File: src/rtl/kn_sched_pkg.sv
`default_nettype none
// ============================================================================
//  Module      : kn_sched_pkg
//  Description : Shared types and constants for the K_n term scheduler:
//                scheduler state encoding, default datapath widths, the
//                term width and the buffered scan-point layout.
//  Revision    : 1.0  initial release
// ============================================================================
package kn_sched_pkg;

   localparam int c_DW_INTEGER = 18;
   localparam int c_DW_FRACTION = 6;
   localparam int c_DW_INPUT = 8;
   localparam int c_ANGLE_DW = 8;

   // Signed term width: integer + fraction + sign.
   localparam int TERM_W = c_DW_INTEGER + c_DW_FRACTION + 1;

   typedef enum logic [2:0] {
      S_IDLE     = 3'd0,
      S_START    = 3'd1,
      S_WAIT_RES = 3'd2,
      S_HOLD     = 3'd3,
      S_ACK      = 3'd4,
      S_DONE     = 3'd5,
      S_ABORT    = 3'd6
   } sched_state_t;

   typedef struct packed {
      logic [c_DW_INPUT+3:0] r0;
      logic [c_ANGLE_DW-1:0] angle;
   } scan_point_t;

   function automatic int term_width(input int dw_int, input int dw_frac);
      return dw_int + dw_frac + 1;
   endfunction

endpackage
`default_nettype wire

File: src/rtl/kn_term_scheduler_sp_fifo.sv
`default_nettype none
// ============================================================================
//  Module      : sp_fifo
//  Description : Synchronous FIFO with full/empty flags and a combinational
//                (first-word fall-through) read port. A write while full is
//                accepted when a read happens in the same cycle.
//  Ports       : clk, rst            clock, synchronous active-high reset
//                i_wr_en, i_wr_data  write request and data
//                i_rd_en, o_rd_data  read request and head-of-queue data
//                o_full, o_empty     occupancy flags
//  Revision    : 1.0  initial release
// ============================================================================
module sp_fifo #(
   parameter int WIDTH = 20,
   parameter int DEPTH = 4    // power of 2, >= 2
) (
   input  logic             clk,
   input  logic             rst,
   input  logic             i_wr_en,
   input  logic [WIDTH-1:0] i_wr_data,
   input  logic             i_rd_en,
   output logic [WIDTH-1:0] o_rd_data,
   output logic             o_full,
   output logic             o_empty
);

   localparam int c_AW = $clog2(DEPTH);
   localparam logic [c_AW:0] c_DEPTH = (c_AW+1)'(DEPTH);

   logic [WIDTH-1:0] r_mem [DEPTH];
   logic [c_AW-1:0]  r_wr_ptr;
   logic [c_AW-1:0]  r_rd_ptr;
   logic [c_AW:0]    r_count;
   logic             w_do_wr;
   logic             w_do_rd;

   assign o_full    = (r_count == c_DEPTH);
   assign o_empty   = (r_count == '0);
   assign w_do_rd   = i_rd_en && !o_empty;
   assign w_do_wr   = i_wr_en && (!o_full || w_do_rd);
   assign o_rd_data = r_mem[r_rd_ptr];

   always_ff @(posedge clk) begin
      if (w_do_wr) begin
         r_mem[r_wr_ptr] <= i_wr_data;
      end
   end

   always_ff @(posedge clk) begin
      if (rst) begin
         r_wr_ptr <= '0;
         r_rd_ptr <= '0;
         r_count  <= '0;
      end else begin
         if (w_do_wr) r_wr_ptr <= r_wr_ptr + 1'b1;
         if (w_do_rd) r_rd_ptr <= r_rd_ptr + 1'b1;
         case ({w_do_wr, w_do_rd})
            2'b10:   r_count <= r_count + 1'b1;
            2'b01:   r_count <= r_count - 1'b1;
            default: r_count <= r_count;
         endcase
      end
   end

endmodule
`default_nettype wire

File: src/rtl/kn_term_scheduler.sv
`default_nettype none
// ============================================================================
//  Module      : kn_term_scheduler
//  Description : Sequences the K_n increment-term calculator over a stream of
//                buffered scan points. Pops a point, pulses calc_initiate,
//                forwards each element's term pair downstream over
//                valid/ready, acknowledges the calculator after each accepted
//                beat, and aborts a hung calculation after TIMEOUT_CYCLES.
//  Ports       : clk, rst                       clock, sync active-high reset
//                sp_valid/sp_ready/sp_r0/sp_angle  scan-point input
//                calc_*                         calculator handshake + data
//                out_*                          term-pair output stream
//                busy, err_timeout, err_count   status / sticky errors
//  Revision    : 1.0  initial release
// ============================================================================
module kn_term_scheduler
   import kn_sched_pkg::*;
#(
   parameter int DW_INTEGER     = c_DW_INTEGER,
   parameter int DW_FRACTION    = c_DW_FRACTION,
   parameter int DW_INPUT       = c_DW_INPUT,
   parameter int ANGLE_DW       = c_ANGLE_DW,
   parameter int NUM_ELEMENTS   = 33,
   parameter int QUEUE_DEPTH    = 4,
   parameter int TIMEOUT_CYCLES = 64
) (
   input  logic                                         clk,
   input  logic                                         rst,
   input  logic                                         sp_valid,
   output logic                                         sp_ready,
   input  logic [DW_INPUT+3:0]                          sp_r0,
   input  logic [ANGLE_DW-1:0]                          sp_angle,
   output logic                                         calc_initiate,
   output logic                                         calc_ack,
   output logic                                         calc_rst,
   output logic [DW_INPUT+3:0]                          calc_r0,
   output logic [ANGLE_DW-1:0]                          calc_angle,
   input  logic                                         calc_ready,
   input  logic                                         calc_last,
   input  logic signed [DW_INTEGER+DW_FRACTION:0]       calc_term_pos,
   input  logic signed [DW_INTEGER+DW_FRACTION:0]       calc_term_neg,
   output logic                                         out_valid,
   input  logic                                         out_ready,
   output logic signed [DW_INTEGER+DW_FRACTION:0]       out_term_pos,
   output logic signed [DW_INTEGER+DW_FRACTION:0]       out_term_neg,
   output logic [$clog2(NUM_ELEMENTS)-1:0]              out_elem_idx,
   output logic                                         out_last,
   output logic [7:0]                                   out_scan_idx,
   output logic                                         busy,
   output logic                                         err_timeout,
   output logic                                         err_count
);

   localparam int c_TERM_W = term_width(DW_INTEGER, DW_FRACTION);
   localparam int c_R0_W   = DW_INPUT + 4;
   localparam int c_SP_W   = c_R0_W + ANGLE_DW;
   localparam int c_IDX_W  = $clog2(NUM_ELEMENTS);
   localparam int c_TO_W   = $clog2(TIMEOUT_CYCLES + 1);
   localparam logic [c_IDX_W-1:0] c_LAST_IDX = c_IDX_W'(NUM_ELEMENTS - 1);
   localparam logic [c_TO_W-1:0]  c_TO_LAST  = c_TO_W'(TIMEOUT_CYCLES - 1);

   sched_state_t        r_state;
   sched_state_t        w_state_nxt;
   logic                w_push;
   logic                w_pop;
   logic                w_fifo_full;
   logic                w_fifo_empty;
   logic [c_SP_W-1:0]   w_fifo_rd_data;
   logic [c_IDX_W-1:0]  r_elem_idx;
   logic [c_TO_W-1:0]   r_to_cnt;
   logic                w_at_last_idx;

   assign sp_ready      = !w_fifo_full;
   assign w_push        = sp_valid && sp_ready;
   assign busy          = (r_state != S_IDLE) || !w_fifo_empty;
   assign w_at_last_idx = (r_elem_idx == c_LAST_IDX);

   sp_fifo #(
      .WIDTH (c_SP_W),
      .DEPTH (QUEUE_DEPTH)
   ) u_sp_fifo (
      .clk       (clk),
      .rst       (rst),
      .i_wr_en   (w_push),
      .i_wr_data ({sp_r0, sp_angle}),
      .i_rd_en   (w_pop),
      .o_rd_data (w_fifo_rd_data),
      .o_full    (w_fifo_full),
      .o_empty   (w_fifo_empty)
   );

   always_ff @(posedge clk) begin
      if (rst) r_state <= S_IDLE;
      else     r_state <= w_state_nxt;
   end

   always_comb begin
      w_state_nxt   = r_state;
      w_pop         = 1'b0;
      calc_initiate = 1'b0;
      calc_ack      = 1'b0;
      calc_rst      = 1'b0;
      out_valid     = 1'b0;
      case (r_state)
         S_IDLE: begin
            if (!w_fifo_empty) begin
               w_pop       = 1'b1;
               w_state_nxt = S_START;
            end
         end
         S_START: begin
            calc_initiate = 1'b1;
            w_state_nxt   = S_WAIT_RES;
         end
         S_WAIT_RES: begin
            if (calc_ready)                w_state_nxt = S_HOLD;
            else if (r_to_cnt == c_TO_LAST) w_state_nxt = S_ABORT;
         end
         S_HOLD: begin
            out_valid = 1'b1;
            if (out_ready) w_state_nxt = out_last ? S_DONE : S_ACK;
         end
         S_ACK: begin
            // The calculator still shows the previous result here, so
            // calc_ready is deliberately not looked at until WAIT_RES.
            calc_ack    = 1'b1;
            w_state_nxt = S_WAIT_RES;
         end
         S_DONE: begin
            calc_ack    = 1'b1;
            w_state_nxt = S_IDLE;
         end
         S_ABORT: begin
            calc_rst    = 1'b1;
            w_state_nxt = S_IDLE;
         end
         default: w_state_nxt = S_IDLE;
      endcase
   end

   always_ff @(posedge clk) begin
      if (rst) begin
         calc_r0      <= '0;
         calc_angle   <= '0;
         out_term_pos <= '0;
         out_term_neg <= '0;
         out_elem_idx <= '0;
         out_last     <= 1'b0;
         out_scan_idx <= '0;
         err_timeout  <= 1'b0;
         err_count    <= 1'b0;
         r_elem_idx   <= '0;
         r_to_cnt     <= '0;
      end else begin
         case (r_state)
            S_IDLE: begin
               // Operands are latched on pop and held for the whole scan.
               if (!w_fifo_empty) begin
                  calc_r0    <= w_fifo_rd_data[c_SP_W-1:ANGLE_DW];
                  calc_angle <= w_fifo_rd_data[ANGLE_DW-1:0];
               end
            end
            S_START: begin
               r_to_cnt   <= '0;
               r_elem_idx <= '0;
            end
            S_WAIT_RES: begin
               if (calc_ready) begin
                  out_term_pos <= calc_term_pos;
                  out_term_neg <= calc_term_neg;
                  out_elem_idx <= r_elem_idx;
                  // Final index always terminates the scan, even if the
                  // calculator failed to flag it.
                  out_last     <= calc_last || w_at_last_idx;
                  if (calc_last != w_at_last_idx) err_count <= 1'b1;
               end else if (r_to_cnt != c_TO_LAST) begin
                  r_to_cnt <= r_to_cnt + 1'b1;
               end
            end
            S_ACK: begin
               r_elem_idx <= r_elem_idx + 1'b1;
               r_to_cnt   <= '0;
            end
            S_DONE: begin
               out_scan_idx <= out_scan_idx + 8'd1;
            end
            S_ABORT: begin
               err_timeout  <= 1'b1;
               out_scan_idx <= out_scan_idx + 8'd1;
            end
            default: ;
         endcase
      end
   end

   // Term width from the package helper must agree with the port width.
   logic [c_TERM_W-1:0] w_term_width_tie;
   assign w_term_width_tie = calc_term_pos ^ calc_term_neg;
   logic w_unused;
   assign w_unused = ^w_term_width_tie;

endmodule
`default_nettype wire

File: config.mk
export PLATFORM = sky130hd
export DESIGN_NAME = kn_term_scheduler
export DESIGN_NICKNAME = d
export VERILOG_FILES = /design/src/rtl/kn_sched_pkg.sv /design/src/rtl/kn_term_scheduler_sp_fifo.sv /design/src/rtl/kn_term_scheduler.sv
export SDC_FILE = /design/constraint.sdc
export NUM_CORES = 1
export LEC_CHECK = 0
export ABC_CLOCK_PERIOD_IN_PS = 4900
export BUFFER_PORTS_ARGS = -buffer_cell sky130_fd_sc_hd__buf_2
export CAP_MARGIN = 20
export CORE_MARGIN = 4
export CORE_UTILIZATION = 40
export DETAILED_ROUTE_END_ITERATION = 10
export GPL_ROUTABILITY_DRIVEN = 0
export GPL_TIMING_DRIVEN = 0
export SYNTH_ARGS = -nofsm -noshare
export SYNTH_HDL_FRONTEND = slang
export SYNTH_SLANG_ARGS = --single-unit
export TNS_END_PERCENT = 50
File: constraint.sdc
create_clock -name clk -period 4.9 [get_ports clk]
set_input_delay 0 -clock clk [delete_from_list [all_inputs] [get_ports clk]]
set_output_delay 0 -clock clk [all_outputs]
set_load 0.005 [all_outputs]
[Yosys cells after proc, flatten, opt, wreduce, memory -nomap -nowiden]
Memory sizes are Yosys's and may differ from the RTL's. A register that Yosys moved wholly into a read port is not among the register bits.
Cells that the tools add are included.
Widths: inputs -> output; s select.
Operators by class
  add/subtract/negate cells: 7
  eq/ne operators: 18
  multiplexer cells: 19
  bitwise logic cells: 1
  reductions and logical operators: 22
Operator list (number)
  $mux 7: 2
  $pmux 7 s2: 1
  $eq 3x3->1 const B: 4
  $mux 3: 4
  $pmux 3 s4: 1
  $pmux 6 s2: 1
  $mux 1: 9
  $reduce_and 3->1: 3
  $add 8x1->8 const B: 1
  $ne 2x2->1 const B: 4
  $add 7x1->7 const B: 1
  $eq 7x6->1 const B: 1
  $ne 7x6->1 const B: 1
  $add 6x1->6 const B: 1
  $eq 3x2->1 const B: 2
  $eq 6x6->1 const B: 1
  $logic_not 3->1: 2
  $pmux 3 s2: 1
  $reduce_bool 2->1: 3
  $reduce_or 2->1: 3
  $add 2x1->2 const B: 2
  $reduce_and 2->1: 2
  $add 3x1->3 const B: 1
  $eq 3x1->1 const B: 1
  10 further kinds: 15
Word-level totals
  register bits: 90
  RAM bits: 80
  output and inout port bits: 93
  word-level logic and storage cells: 81
  memories kept: 1
Memory list
  u_sp_fifo.r_mem: depth 4, width 20, read ports 1, clocked after memory_dff 1, wr ports 1, RTL line kn_term_scheduler_sp_fifo.sv:30  | logic [WIDTH-1:0] r_mem [DEPTH];

[Logic depth before layout (Yosys ltp)]
  word-level depth: 8
  depth in mapped cells: 11

[Modules after synthesis]
From an unflattened synthesis, not the netlist that was laid out.
Second synthesis, totals
  cells, all modules: 664
  area total of the unflattened synthesis: 7432.1 um^2
By module, submodules not included
  kn_term_scheduler: times used 1, cells an instance 501, area each 4020.1 um^2, seq. area each 2062.0 um^2
  sp_fifo: times used 1, cells an instance 163, area each 3412.0 um^2, seq. area each 2582.5 um^2

[Least setup slack after synthesis]
OpenSTA, ideal clock, no wires.
  kind: flip-flop to flip-flop
  start point: register r_state[0]
  end point: register u_sp_fifo.r_count[2]
  library setup time: 70 ps
  data arrival time: 2310 ps
  path slack: 2520 ps
  stages on the path, launching flop included: 12
  path buffers: 2
  clock period less this slack: 2380 ps
  path through: dfxtp_1 -> buf_2 -> nor3_2 -> nand2_1 -> inv_2 -> buf_2 -> ha_1 -> inv_1 -> fa_1 -> xor2_1 -> or3_1 -> a21oi_1
On the way
  word-level cells in the longest chain between the ends: 7
Ends and longest elaborated chain
  start, declared: RTL line kn_term_scheduler.sv:62  | sched_state_t r_state;
  start signal, assigned: RTL line kn_term_scheduler.sv:94  | else r_state <= w_state_nxt;
  $logic_not 3->1 (*): RTL line kn_term_scheduler.sv:104  | case (r_state)
  $mux 1 (*): RTL line kn_term_scheduler.sv:104
  net u_sp_fifo.i_rd_en: RTL line kn_term_scheduler_sp_fifo.sv:21  | input logic i_rd_en,
  $logic_and 1x1->1 (*): RTL line kn_term_scheduler_sp_fifo.sv:39  | assign w_do_rd = i_rd_en && !o_empty;
  $logic_or 1x1->1: RTL line kn_term_scheduler_sp_fifo.sv:40  | assign w_do_wr = i_wr_en && (!o_full || w_do_rd);
  $logic_and 1x1->1: RTL line kn_term_scheduler_sp_fifo.sv:40
  $eq 2x1->1 / $eq 2x2->1 (equally long branches): RTL line kn_term_scheduler_sp_fifo.sv:57  | case ({w_do_wr, w_do_rd})
  $pmux 3 s2 / $reduce_bool 2->1 (equally long branches)
  end signal, assigned: RTL line kn_term_scheduler_sp_fifo.sv:58  | 2'b10: r_count <= r_count + 1'b1;
  end signal, assigned: RTL line kn_term_scheduler_sp_fifo.sv:59  | 2'b01: r_count <= r_count - 1'b1;
  end signal, assigned: RTL line kn_term_scheduler_sp_fifo.sv:60  | default: r_count <= r_count;
  end, declared: RTL line kn_term_scheduler_sp_fifo.sv:33  | logic [c_AW:0] r_count;
Mark *: on every way through the listed nets, which the timed path passes. The rest lies on a longest branch.
A chain may end at the register's enable or synchronous reset.

[Worst setup path after layout]
Ends and elaborated chain as after synthesis.

==> metrics.cfg <==
[synth]
ys_async_sr_fraction=0
synth-edff-count=80
ys_ff_latch=190
yosysWarnings=0
seq_area_frac_synth=0.6330
syn_inst=649
syn_area_um2=7274
yosys_most_used_dff=dfxtp_1
syn_nets=736
syn_area_per_cell_um2=11.21
synth_cell_type_count=48

[worst_setup_path]
crit_fanout=10
crit_arrival_ns=3.09
cp-end-kind=register
start_kind=register
critPathMaxStageDelay_ns=0.38
path_class=register to register
slowest_stage=dfxtp_1
required_ns=5.25
crit_path_cell_trace=buf_2, nor3_2, nand2_1, inv_2, buf_2, ha_1, inv_1, fa_1, xor2_1, or3_1, a21oi_1
crit_path_frequent_cell=buf_2

[clock_tree]
cts_resized=0
cts.reportedPaths.clkPinSlew_ns=0.07
clock_path_buffers=2
clkSinkCount=190
numCtsBuffers=17
clk_latency_ns=0.43
htreeDepth=4
cts_tree=built
ctsRootBufferMaster=clkbuf_16
cts_setup_buffers=0
hold_buffers=72

[sta]
finalClockSkew_ns=0.01097
fin_setup_tns_ns=0
finalSetupViolCount=0
grt_setup_unrepaired=false
tightest_slew_ns=1.036
fmax_mhz=366.0
fin_crit_sh=0.5576
finalMaxSlewViolations=0
min_period_ns=2.732
hold_viol_final=0
holdWs_ns=0.02352
slew_headroom=0.3095

[global_route]
grt_use_total=0.1706
grt_pass1_wl_mm=27.28
grt_pass1_vias=5377
grt_antenna_before_repair=1
overflow=0
grt_max_degree=21

[run]
maxCapViolations=0

[floorplanning]
core-area_um2=17900
die-area_um2=20410
start_util=0.4063
rows=49
chipHeight_um=142.9
fp.dieW_um=142.9
pin_count=169

[finish]
nNetsFinal=997
register_area_um2=4604
diodes=0
multi_input_area_um2=2456
n_fill_cell=1589
drive_gt1_frac=0.2589
area_growth_syn_to_layout_pct=34.38

[power]
ir_drop_uv=369.3
p_per_area_nw_per_um2=459.8
p_leak_nw=3.885

[detailed_routing]
drt-wirelength-per-cell_um=15.29
drtIter0Drc=274
ant_nets=0
num_vias=5578
dr.pass1.iters=4
routed_wl_mm=17.62
vias_per_cell=4.842
drc_errors=0

[worst_hold_path]
hp-class=input pin to register

[place]
dp_hpwl_mm=11.58
io_buffers=167

[status]
status=complete, no violations

-- final cells by class --
class,count,area share
buffer,39,0.01651
clock buffer,21,0.04505
tap,229,0.02931
timing repair buffer,242,0.1677
sequential,190,0.4710
multi-input combinational,406,0.2512
inverter,14,0.005376
clock inverter,11,0.01382
-- layout by cell type, fill, tap and decap left out, drive strengths merged, types with 2 or more instances in the layout --
| master | instances |
|---|---|
| a2bb2oi | 2 |
| buf | 188 |
| a21oi | 90 |
| bufinv | 2 |
| xnor2 | 3 |
| nand2b | 2 |
| nand2 | 162 |
| o211ai | 3 |
| or2 | 2 |
| mux2 | 2 |
| or3b | 2 |
| dfxtp | 110 |
| nor4b | 2 |
| and2 | 5 |
| edfxtp | 80 |
| clkbuf | 42 |
| or3 | 3 |
| clkinv | 5 |
| ha | 10 |
| nand4 | 6 |
| mux4 | 20 |
| o21ai | 9 |
| inv | 17 |
| nor2 | 27 |
| xor2 | 13 |
| mux2i | 2 |
| nor3 | 3 |
| nand3 | 10 |
| nor2b | 4 |
| dlygate4sd3 | 72 |
| and3 | 11 |
-- synthesized netlist by cell type, types with 4 or more instances --
cell type	count	area, um2
and3_1	11	68.82
ha_1	10	125.1
clkbuf_1	21	78.83
buf_1	6	22.52
o21ai_0	9	45.04
nor2b_1	4	25.02
nand4_1	6	37.54
xor2_1	12	105.1
mux4_2	20	450.4
edfxtp_1	80	2402
nand2_1	162	608.1
and2_1	5	31.28
dfxtp_1	110	2202
buf_2	12	60.06
inv_1	13	48.80
nor2_1	27	101.4
nand3_1	10	50.05
a21oi_1	90	450.4
-- worst max-delay path: cells and delay by family (launching register included) --
| family | cells | cell delay, ns |
|---|---|---|
| AND/OR/NAND/NOR | 3 | 0.75 |
| buffers and inverters | 4 | 0.62 |
| adder cells (fa/ha/maj) | 2 | 0.61 |
| flip-flops | 1 | 0.38 |
| XOR/XNOR | 1 | 0.16 |
| AO/OA/AOI/OAI | 1 | 0.14 |
-- cells by family after synthesis --
| family | share of synthesized area |
|---|---|
| fa+ha+maj | 0.01995 |
| xor+xnor | 0.02030 |
| simple gates | 0.1483 |
| flops | 0.6330 |
| compound gates | 0.08136 |
| buf+inv | 0.02941 |
| mux | 0.06777 |
-- worst paths after layout --
path	startpoint	end	slack, ns	cells after the start
worst max-delay path	r_state[0]	u_sp_fifo.r_count[2]	2.17	11
worst min-delay path	rst	r_state[1]	0.02	2
worst max register to register	r_state[0]	u_sp_fifo.r_count[2]	2.17	11
worst min register to register	out_elem_idx[3]	out_elem_idx[3]	0.45	2
-- stage by stage --
| step | setup WS, ns | utilization | total power [W] | instance area (um2) | instances |
|---|---|---|---|---|---|
| after floorplan | 2.520 | - | 0.002698 | 7274 | 649 |
| after detailed placement | 2.161 | 0.4690 | 0.003108 | 8397 | 1045 |
| after CTS | 2.166 | 0.5414 | 0.004519 | 9693 | 1149 |
| after global routing | 1.993 | 0.5461 | 0.004761 | 9776 | 1152 |
| after global placement | 2.171 | 0.4690 | 0.003097 | 8397 | 1045 |
| final | 2.168 | 0.5461 | 0.004495 | 9776 | 1152 |
-- power by group --
group          leakage, nW  switching (W)  internal (W)
Clock                0.279       0.000600      0.000761
Sequential            1.63       0.000107       0.00188
Combinational         1.98       0.000643      0.000501
-- layer usage --
layer  GRT usage  vias to the layer above  share of wire
met4     0.05153                        2          0.016
li1            -                     2779              -
met2      0.2913                      149           0.48
met3     0.04421                       21          0.060
met5           0                        -        0.00068
met1      0.2138                     2627           0.44
-- state kept, by name (all words and copies together), names as in the netlist --
| name | cells |
|---|---|
| calc_angle | 8 |
| calc_r0 | 12 |
| err_count | 1 |
| err_timeout | 1 |
| out_elem_idx | 6 |
| out_last | 1 |
| out_scan_idx | 8 |
| out_term_neg | 25 |
| out_term_pos | 25 |
| r_elem_idx | 6 |
| r_state | 3 |
| r_to_cnt | 7 |
| u_sp_fifo.r_count | 3 |
| u_sp_fifo.r_mem | 80 |
| u_sp_fifo.r_rd_ptr | 2 |
| u_sp_fifo.r_wr_ptr | 2 |
No activity file was read; power rests on OpenSTA's default activity.
